==> src/rtl/fir_tx_serializer.sv <==
// rtl/fir_tx_serializer.sv - buffers reduced FIR results and sends each as two UART bytes, MSB first
// Define FIR_TX_SAT_EN to clamp out-of-range samples instead of wrapping the bit window.
module fir_tx_serializer #(
    parameter int IN_W      = 38,
    parameter int OUT_W     = 16,
    parameter int LSB_SHIFT = 8,
    parameter int DEPTH     = 8,
    parameter int AW        = 3
) (
    input  logic            clk_i,
    input  logic            rst_i,
    input  logic [IN_W-1:0] fir_out_i,
    input  logic            fir_valid_i,
    input  logic            tx_busy_i,
    output logic            tx_start_o,
    output logic [7:0]      tx_data_o,
    output logic [AW:0]     fifo_count_o,
    output logic            overflow_o,
    output logic            sat_flag_o,
    output logic            idle_o
);

    localparam logic [AW:0] DEPTH_W = (AW+1)'(DEPTH);

    typedef enum logic [2:0] {
        ST_IDLE,
        ST_POP,
        ST_HI_START,
        ST_HI_WAIT,
        ST_LO_START,
        ST_LO_WAIT
    } state_t;

    logic [OUT_W-1:0] word_d;
    logic             sat_d;
    logic             unused_bits;

`ifdef FIR_TX_SAT_EN
    localparam int TOP_W = IN_W - (LSB_SHIFT + OUT_W - 1);
    logic [TOP_W-1:0] top_bits;

    // The sign bit of the window plus everything above it must agree for the value to fit.
    always_comb begin
        top_bits = fir_out_i[IN_W-1:LSB_SHIFT+OUT_W-1];
        sat_d    = !((&top_bits) || !(|top_bits));
        word_d   = fir_out_i[LSB_SHIFT+OUT_W-1:LSB_SHIFT];
        if (sat_d) begin
            word_d = fir_out_i[IN_W-1] ? {1'b1, {(OUT_W-1){1'b0}}}
                                       : {1'b0, {(OUT_W-1){1'b1}}};
        end
    end
    assign unused_bits = ^fir_out_i[LSB_SHIFT-1:0];
`else
    assign word_d      = fir_out_i[LSB_SHIFT+OUT_W-1:LSB_SHIFT];
    assign sat_d       = 1'b0;
    assign unused_bits = ^{fir_out_i[IN_W-1:LSB_SHIFT+OUT_W], fir_out_i[LSB_SHIFT-1:0]};
`endif

    logic [OUT_W-1:0] mem_q [DEPTH];
    logic [AW-1:0]    wr_ptr_q;
    logic [AW-1:0]    rd_ptr_q;
    logic [AW:0]      count_q;
    logic [AW:0]      count_d;
    logic             overflow_q;
    logic             sat_q;
    logic             push;
    logic             pop;

    state_t           state_q;
    state_t           state_d;
    logic             guard_q;
    logic [OUT_W-1:0] hold_q;
    logic             tx_start_q;
    logic [7:0]       tx_data_q;
    logic             idle_q;
    logic             start_fire;

    // A pop in the same cycle frees the slot, so a full FIFO still accepts.
    assign pop  = (state_q == ST_POP);
    assign push = fir_valid_i && ((count_q < DEPTH_W) || pop);

    always_comb begin
        count_d = count_q;
        case ({push, pop})
            2'b10:   count_d = count_q + 1'b1;
            2'b01:   count_d = count_q - 1'b1;
            default: count_d = count_q;
        endcase
    end

    always_ff @(posedge clk_i) begin
        if (push) begin
            mem_q[wr_ptr_q] <= word_d;
        end
    end

    always_ff @(posedge clk_i) begin
        if (rst_i) begin
            wr_ptr_q   <= '0;
            rd_ptr_q   <= '0;
            count_q    <= '0;
            overflow_q <= 1'b0;
            sat_q      <= 1'b0;
        end else begin
            count_q <= count_d;
            if (push) begin
                wr_ptr_q <= wr_ptr_q + 1'b1;
                if (sat_d) begin
                    sat_q <= 1'b1;
                end
            end
            if (pop) begin
                rd_ptr_q <= rd_ptr_q + 1'b1;
            end
            if (fir_valid_i && !push) begin
                overflow_q <= 1'b1;
            end
        end
    end

    assign start_fire = ((state_q == ST_HI_START) || (state_q == ST_LO_START)) && !tx_busy_i;

    // guard_q marks the first WAIT cycle, when busy has not yet risen in response to the start.
    always_comb begin
        state_d = state_q;
        case (state_q)
            ST_IDLE:     if (count_q != '0) state_d = ST_POP;
            ST_POP:      state_d = ST_HI_START;
            ST_HI_START: if (!tx_busy_i) state_d = ST_HI_WAIT;
            ST_HI_WAIT:  if (!guard_q && !tx_busy_i) state_d = ST_LO_START;
            ST_LO_START: if (!tx_busy_i) state_d = ST_LO_WAIT;
            ST_LO_WAIT: begin
                if (!guard_q && !tx_busy_i) begin
                    state_d = (count_q != '0) ? ST_POP : ST_IDLE;
                end
            end
            default:     state_d = ST_IDLE;
        endcase
    end

    always_ff @(posedge clk_i) begin
        if (rst_i) begin
            state_q    <= ST_IDLE;
            guard_q    <= 1'b0;
            hold_q     <= '0;
            tx_start_q <= 1'b0;
            tx_data_q  <= '0;
            idle_q     <= 1'b1;
        end else begin
            state_q    <= state_d;
            guard_q    <= start_fire;
            tx_start_q <= start_fire;
            idle_q     <= (count_d == '0) && (state_d == ST_IDLE);
            if (pop) begin
                hold_q    <= mem_q[rd_ptr_q];
                tx_data_q <= mem_q[rd_ptr_q][OUT_W-1 -: 8];
            end
            if ((state_q == ST_HI_WAIT) && (state_d == ST_LO_START)) begin
                tx_data_q <= hold_q[7:0];
            end
        end
    end

    assign tx_start_o   = tx_start_q;
    assign tx_data_o    = tx_data_q;
    assign fifo_count_o = count_q;
    assign overflow_o   = overflow_q;
    assign sat_flag_o   = sat_q;
    assign idle_o       = idle_q;

endmodule
==> config.mk <==
export PLATFORM = sky130hd
export DESIGN_NAME = fir_tx_serializer
export DESIGN_NICKNAME = d
export VERILOG_FILES = /design/src/rtl/fir_tx_serializer.sv
export SDC_FILE = /design/constraint.sdc
export NUM_CORES = 1
export LEC_CHECK = 0
export BUFFER_PORTS_ARGS = -buffer_cell sky130_fd_sc_hd__buf_2
export CORE_ASPECT_RATIO = 0.8
export CORE_MARGIN = 4
export CORE_UTILIZATION = 53
export DETAILED_ROUTE_END_ITERATION = 8
export PLACE_DENSITY = 0.75
export SETUP_SLACK_MARGIN = 0.05
export SYNTH_ARGS = -nofsm -noshare
export SYNTH_HDL_FRONTEND = slang
export SYNTH_SLANG_ARGS = --single-unit
==> constraint.sdc <==
create_clock -name clk_i -period 3.35 [get_ports clk_i]
set_input_delay 0.5025 -clock clk_i [delete_from_list [all_inputs] [get_ports clk_i]]
set_output_delay 0.5025 -clock clk_i [all_outputs]
set_load 0.02 [all_outputs]
After elaboration in Yosys (flattened, before gate mapping):

Memories as Yosys holds them, arrays and structs flattened. A register that Yosys moved wholly into a read port is not among the register bits.
Cells that the tools add are included.

* flip-flop bits (word level): 32
* latch bits: 0
* RAM bits: 128
* memory bits (read-only): 0
* input bits: 42
* output and inout bits: 16
* memories: 1

* $add $sub $neg: 4
* multipliers: 0
* div/mod/pow operators: 0
* magnitude comparators: 1
* equality and inequality tests: 8
* shifts and indexed selects: 0
* mux-type cells: 14
* bitwise operators: 0
* reductions and logical operators: 16

Memory list
* mem_q: words 8, width 16, rd ports 1, clocked after Yosys merged registers in 1, write ports 1, line 59 `logic [OUT_W-1:0] mem_q [DEPTH];`

Operators with widths (number)
* $mux 3: 7
* $pmux 3 s6: 1
* $mux 8: 2
* $eq 3x3->1 const B: 3
* $pmux 4 s2: 1
* $add 3x1->3 const B: 2
* $eq 3x2->1 const B: 2
* $logic_and 1x1->1: 6
* $logic_not 3->1: 2
* $add 4x1->4 const B: 1
* $logic_not 4->1: 1
* $lt 4x4->1 const B: 1
* $reduce_bool 4->1: 1
* $sub 4x1->4 const B: 1
* $eq 3x1->1 const B: 1
* $logic_not 1->1: 3
* $mux 1: 3
* $eq 2x1->1 const B: 1
* $eq 2x2->1 const B: 1
* $logic_or 1x1->1: 2
* $reduce_bool 2->1: 1

Depth between registers and ports, before layout:

* depth in word-level cells: 7
* gate-level depth with buffers: 12

Least setup slack after synthesis:

Ideal clock, no wire load.

* path type: flip-flop to flip-flop
* start point: register state_q[1]
* end point: memory mem_q[0][0], enable pin
* setup time: 0.430 ns
* arrival: 2.707 ns
* data required time: 2.920 ns
* path slack: 0.213 ns
* cell stages (with the launch flop): 6
* path buffers: 1
* cells stage by stage: dfxtp_1 -> buf_6 -> or3b_4 -> a21boi_4 -> inv_2 -> nor4_1

* cells in the longest elaborated chain, start to end: 5

Ends and longest elaborated chain
* from (decl): line 69 `state_t state_q;`
* from (signal assigned): line 150 `state_q <= state_d;`
* $eq 3x1->1: line 79 `assign pop = (state_q == ST_POP);`
* $logic_or 1x1->1: line 80 `assign push = fir_valid_i && ((count_q < DEPTH_W) || pop);`
* $logic_and 1x1->1: line 80
* $mux 1: line 92 `if (push) begin`
* $mux 1 (implied by the code): line 93 `mem_q[wr_ptr_q] <= word_d;`
* to (decl): line 59

No other way between the ends.

Worst setup path in the final report:

* start point: register state_q[0]
* end point: register idle_q (netlist: idle_o)

* cells in the longest elaborated chain, start to end: 7
* elaborated cells between the ends (all ways): 20

Ends and longest elaborated chain
* $eq 3x1->1: line 79, 126
* $logic_or 1x1->1: line 80
* $logic_and 1x1->1: line 80
* $eq 2x1->1 or $eq 2x2->1 (tied branches): line 84 `case ({push, pop})`
* $pmux 4 s2: line 84
* $logic_not 4->1: line 153 `idle_q <= (count_d == '0) && (state_d == ST_IDLE);`
* $logic_and 1x1->1 (*): line 153
* to (signal assigned): line 153
* to (decl): line 75 `logic idle_q;`

Mark *: on every way between the ends. The rest lies on a longest branch, timed or not.
A chain may end at the register's enable or synchronous reset.

==> results.md <==
| Stage | Item | Value |
|---|---|---|
| outcome | Status | completed |
| timing | Final-report setup violation count | 0 |
| floorplan | Overall die area | 0.0139 mm2 |
| floorplan | Core area | 0.0116 mm2 |
| timing | Max-slew violations | 0 |
| floorplan | Row Count | 35 |
| global route | GRT overflow | 0 |
| global route | Total routing usage reported by global routing | 18.8% |
| critical path | Total buffers and inverters traversed by the critical path | 1 |
| cts | TritonCTS clock tree | built |
| critical path | WS Path Type | reg -> reg |
| timing | Transition time at the pin with the least slew margin | 0.834 ns |
| cts | Post-CTS setup buffers | 0 |
| synth | Post-synthesis register bit count | 163 |
| route | Detailed Route Iter0 Violations | 287 |
| synth | Area fraction of the dominant cell type after synthesis | 60.0% |
| timing | Setup TNS after final layout | 0 ns |
| cts | Cell chosen for the clock root | clkbuf_16 |
| global route | Global-route wire length before repair | 19.1 mm |
| power and ir drop | Worst IR Drop VDD | 602 uV |
| synth | Synth Net Count | 439 |
| floorplan | Horizontal die dimension | 131 um |
| route | First-pass iteration count of the detailed router | 4 |
| critical path | Category of the worst setup path capture point | flop |
| critical path | Slowest cell on the critical path | or3b_4 |
| route | Via-per-instance ratio | 5.84 |
| floorplan | Vertical die dimension | 106 um |
| cts | CTS HTree Levels | 4 |
| worst hold path | Worst Hold Launch | tx_busy_i |
| timing | Clock skew after layout | 0.00695 ns |
| critical path | Cell repeated most along the worst path | ha_1 |
| timing | Slew margin rel. | 44.3% |
| placement | Number of buffer cells added on primary ports | 34 |
| route | Overall routed net length | 12.1 mm |
| route | DRC viols | 0 |
| synth | Mean cell area of the mapped netlist | 16.3 um2 |
| synth | Async set-reset flop share out of synthesis | 0% |
| synth | Sequential fraction of the synthesis area | 71.0% |
| finish | Antenna diode count | 0 |
| power and ir drop | Power per cell area | 747 mW/mm2 |
| critical path | Crit path DAT | 3.08 ns |
| route | Post-detailed-route wirelength per cell | 20.2 um |
| cts | Cells resized by post-CTS repair | 0 |
| critical path | Largest delay share family, worst path | compound AO/OA/AOI/OAI gates |
| cts | Clock insertion delay at the later pin of the skew report | 0.42 ns |
| finish | Count of nets after finishing | 485 |
| finish | Layout cell share with drive strength beyond 1 | 24.4% |
| job | Max-cap violation count | 0 |
| critical path | Worst reg2reg path startpoint | state_q[0] |
| synth | Yosys warnings | 0 |
| placement | HPWL after DPL | 7.41 mm |
| cts | Sinks on Clock Net | 163 |
| floorplan | Initial Util | 55.0% |
| route | Vias | 3500 |
| synth | Cell type with the highest aggregate area in the netlist | edfxtp_1 |
| timing | Maximum clock rate | 362 MHz |
| critical path | Crit. Startpoint | state_q[0] |
| critical path | Cell-by-cell listing of the critical path | or3b_4, a21boi_4, inv_2, ha_1, xor2_1, ha_1, nor2_1, a22o_1, o211a_1, a41o_1 |
| power and ir drop | Power consumption | 5.47 mW |
| worst hold path | Worst Hold Class | in -> reg |
| timing | Count of endpoints failing hold in the final timing report | 0 |
| critical path | Critical-path maximum fanout | 13 |
| cts | Clock slew at reported path FFs | 0.06 ns |
| synth | Number of synthesized flops with an enable pin | 128 |
| global route | Pin count of the biggest net entering global routing | 34 |
| critical path | CP required | 3.66 ns |
| cts | Number of buffers added by the clock tree synthesis step | 17 |
| global route | Vias in the first global route | 3455 |
| cts | Maximum root-to-sink buffer count | 2 |
| placement | GP Congestion | 0.763 |
| synth | Post-synthesis instance area | 0.00640 mm2 |
| timing | Period minus WS final | 2.77 ns |
| synth | Distinct cell type count of the synthesized netlist | 45 |
| synth | Dominant synthesized flop cell | edfxtp_1 |
| route | Remaining antenna violation count | 0 |
| timing | Tcrit/Tclk final | 82.6% |
| synth | Ranking of synthesized cells by area | edfxtp_1 (60%), dfxtp_1 (11%), mux2i_1 (6.4%) |
| timing | RSZ-0062 raised after global routing | no |
| global route | Number of antenna violations at the first check in global routing | 0 |
| cts | Number of buffers inserted by hold repair at cts | 0 |
| critical path | Startpoint class of the critical path | flop |
| floorplan | Top-level port count | 58 |
| synth | Cells after Synth | 392 |
| power and ir drop | Static power due to leakage | 2.46 nW |
| critical path | Longest individual stage delay on the worst path | 0.52 ns |
| finish | Area growth syn-to-layout | 14.3% |
[synthesized netlist by cell type (all sizes together) (6+ instances only)]
| cell type | instances |
|---|---|
| a211oi | 8 |
| a22oi | 16 |
| a311oi | 8 |
| buf | 18 |
| dfxtp | 35 |
| edfxtp | 128 |
| mux2i | 41 |
| mux4 | 16 |
| nand2 | 18 |
| nand3 | 9 |
| nor2 | 37 |
| xor2 | 6 |
[cell usage in the layout (no fill, tap or decap), types with 9 or more instances in the layout]
| master | Yosys | layout |
|---|---|---|
| nand2_1 | 18 | 18 |
| mux2i_1 | 41 | 41 |
| a22oi_1 | 16 | 16 |
| nand3_1 | 9 | 9 |
| dfxtp_1 | 35 | 34 |
| clkbuf_16 | 0 | 17 |
| buf_4 | 4 | 15 |
| edfxtp_1 | 128 | 128 |
| buf_2 | 6 | 34 |
| nor2_1 | 37 | 37 |
| mux4_2 | 16 | 16 |
[stage by stage]
stage	hold slack [ns]	instances	setup WS (ns)	cell area (um2)	util, %
after floorplan	0.454	392	0.213	6400	-
after global placement	0.444	567	0.656	6760	58.1
after detailed placement	0.473	567	0.599	6760	58.1
after CTS	0.252	599	0.583	7320	62.8
after global routing	0.261	599	0.399	7320	62.8
final	0.267	599	0.584	7320	62.8
[cells by family after synthesis]
| group | share of synthesized area (%) |
|---|---|
| buffers and inverters | 2.68 |
| xor gates and xnor gates | 1.37 |
| DFF | 71.0 |
| AOI/OAI and AO/OA | 5.86 |
| and+or+nand+nor | 6.04 |
| other | 0.0586 |
| adders and majority gates | 0.977 |
| muxes | 12.0 |
[per-layer routing]
layer  vias to the layer above  global-route usage [%]  part of all wire [%]
li1                       1626                       -                     -
met1                      1748                    26.2                    44
met2                       110                    29.1                    48
met3                        16                    5.12                   6.6
met4                         0                    5.80                   1.2
met5                         -                       0                     0
[worst paths after layout]
check	slack [ns]	depth (start not counted)	to
worst min-delay path	0.27	2	tx_start_o
worst min register to register	0.49	2	overflow_o
worst max-delay path	0.58	10	idle_o
worst max register to register	0.58	10	idle_o
[flip-flops by register name, indices dropped and copies added (netlist names), 3 cells and up, named ones only]
name          flops
fifo_count_o      4
hold_q            8
mem_q           128
rd_ptr_q          3
state_q           3
tx_data_o         8
wr_ptr_q          3
[power by group]
part | internal [mW] | switching [mW] | total, mW
Combinational | 0.467 | 0.647 | 1.11
Sequential | 2.41 | 0.156 | 2.56
Clock | 0.973 | 0.817 | 1.79
[cell type report]
type / instances / area (um2)
Fill cell: 834 / 4330
Sequential cell: 163 / 4550
Multi-Input combinational cell: 203 / 1710
Inverter: 3 / 16.3
Tap cell: 148 / 185
Timing Repair Buffer: 50 / 303
Clock buffer: 18 / 429
Clock inverter: 14 / 124
(Power assumes the default switching activity.)
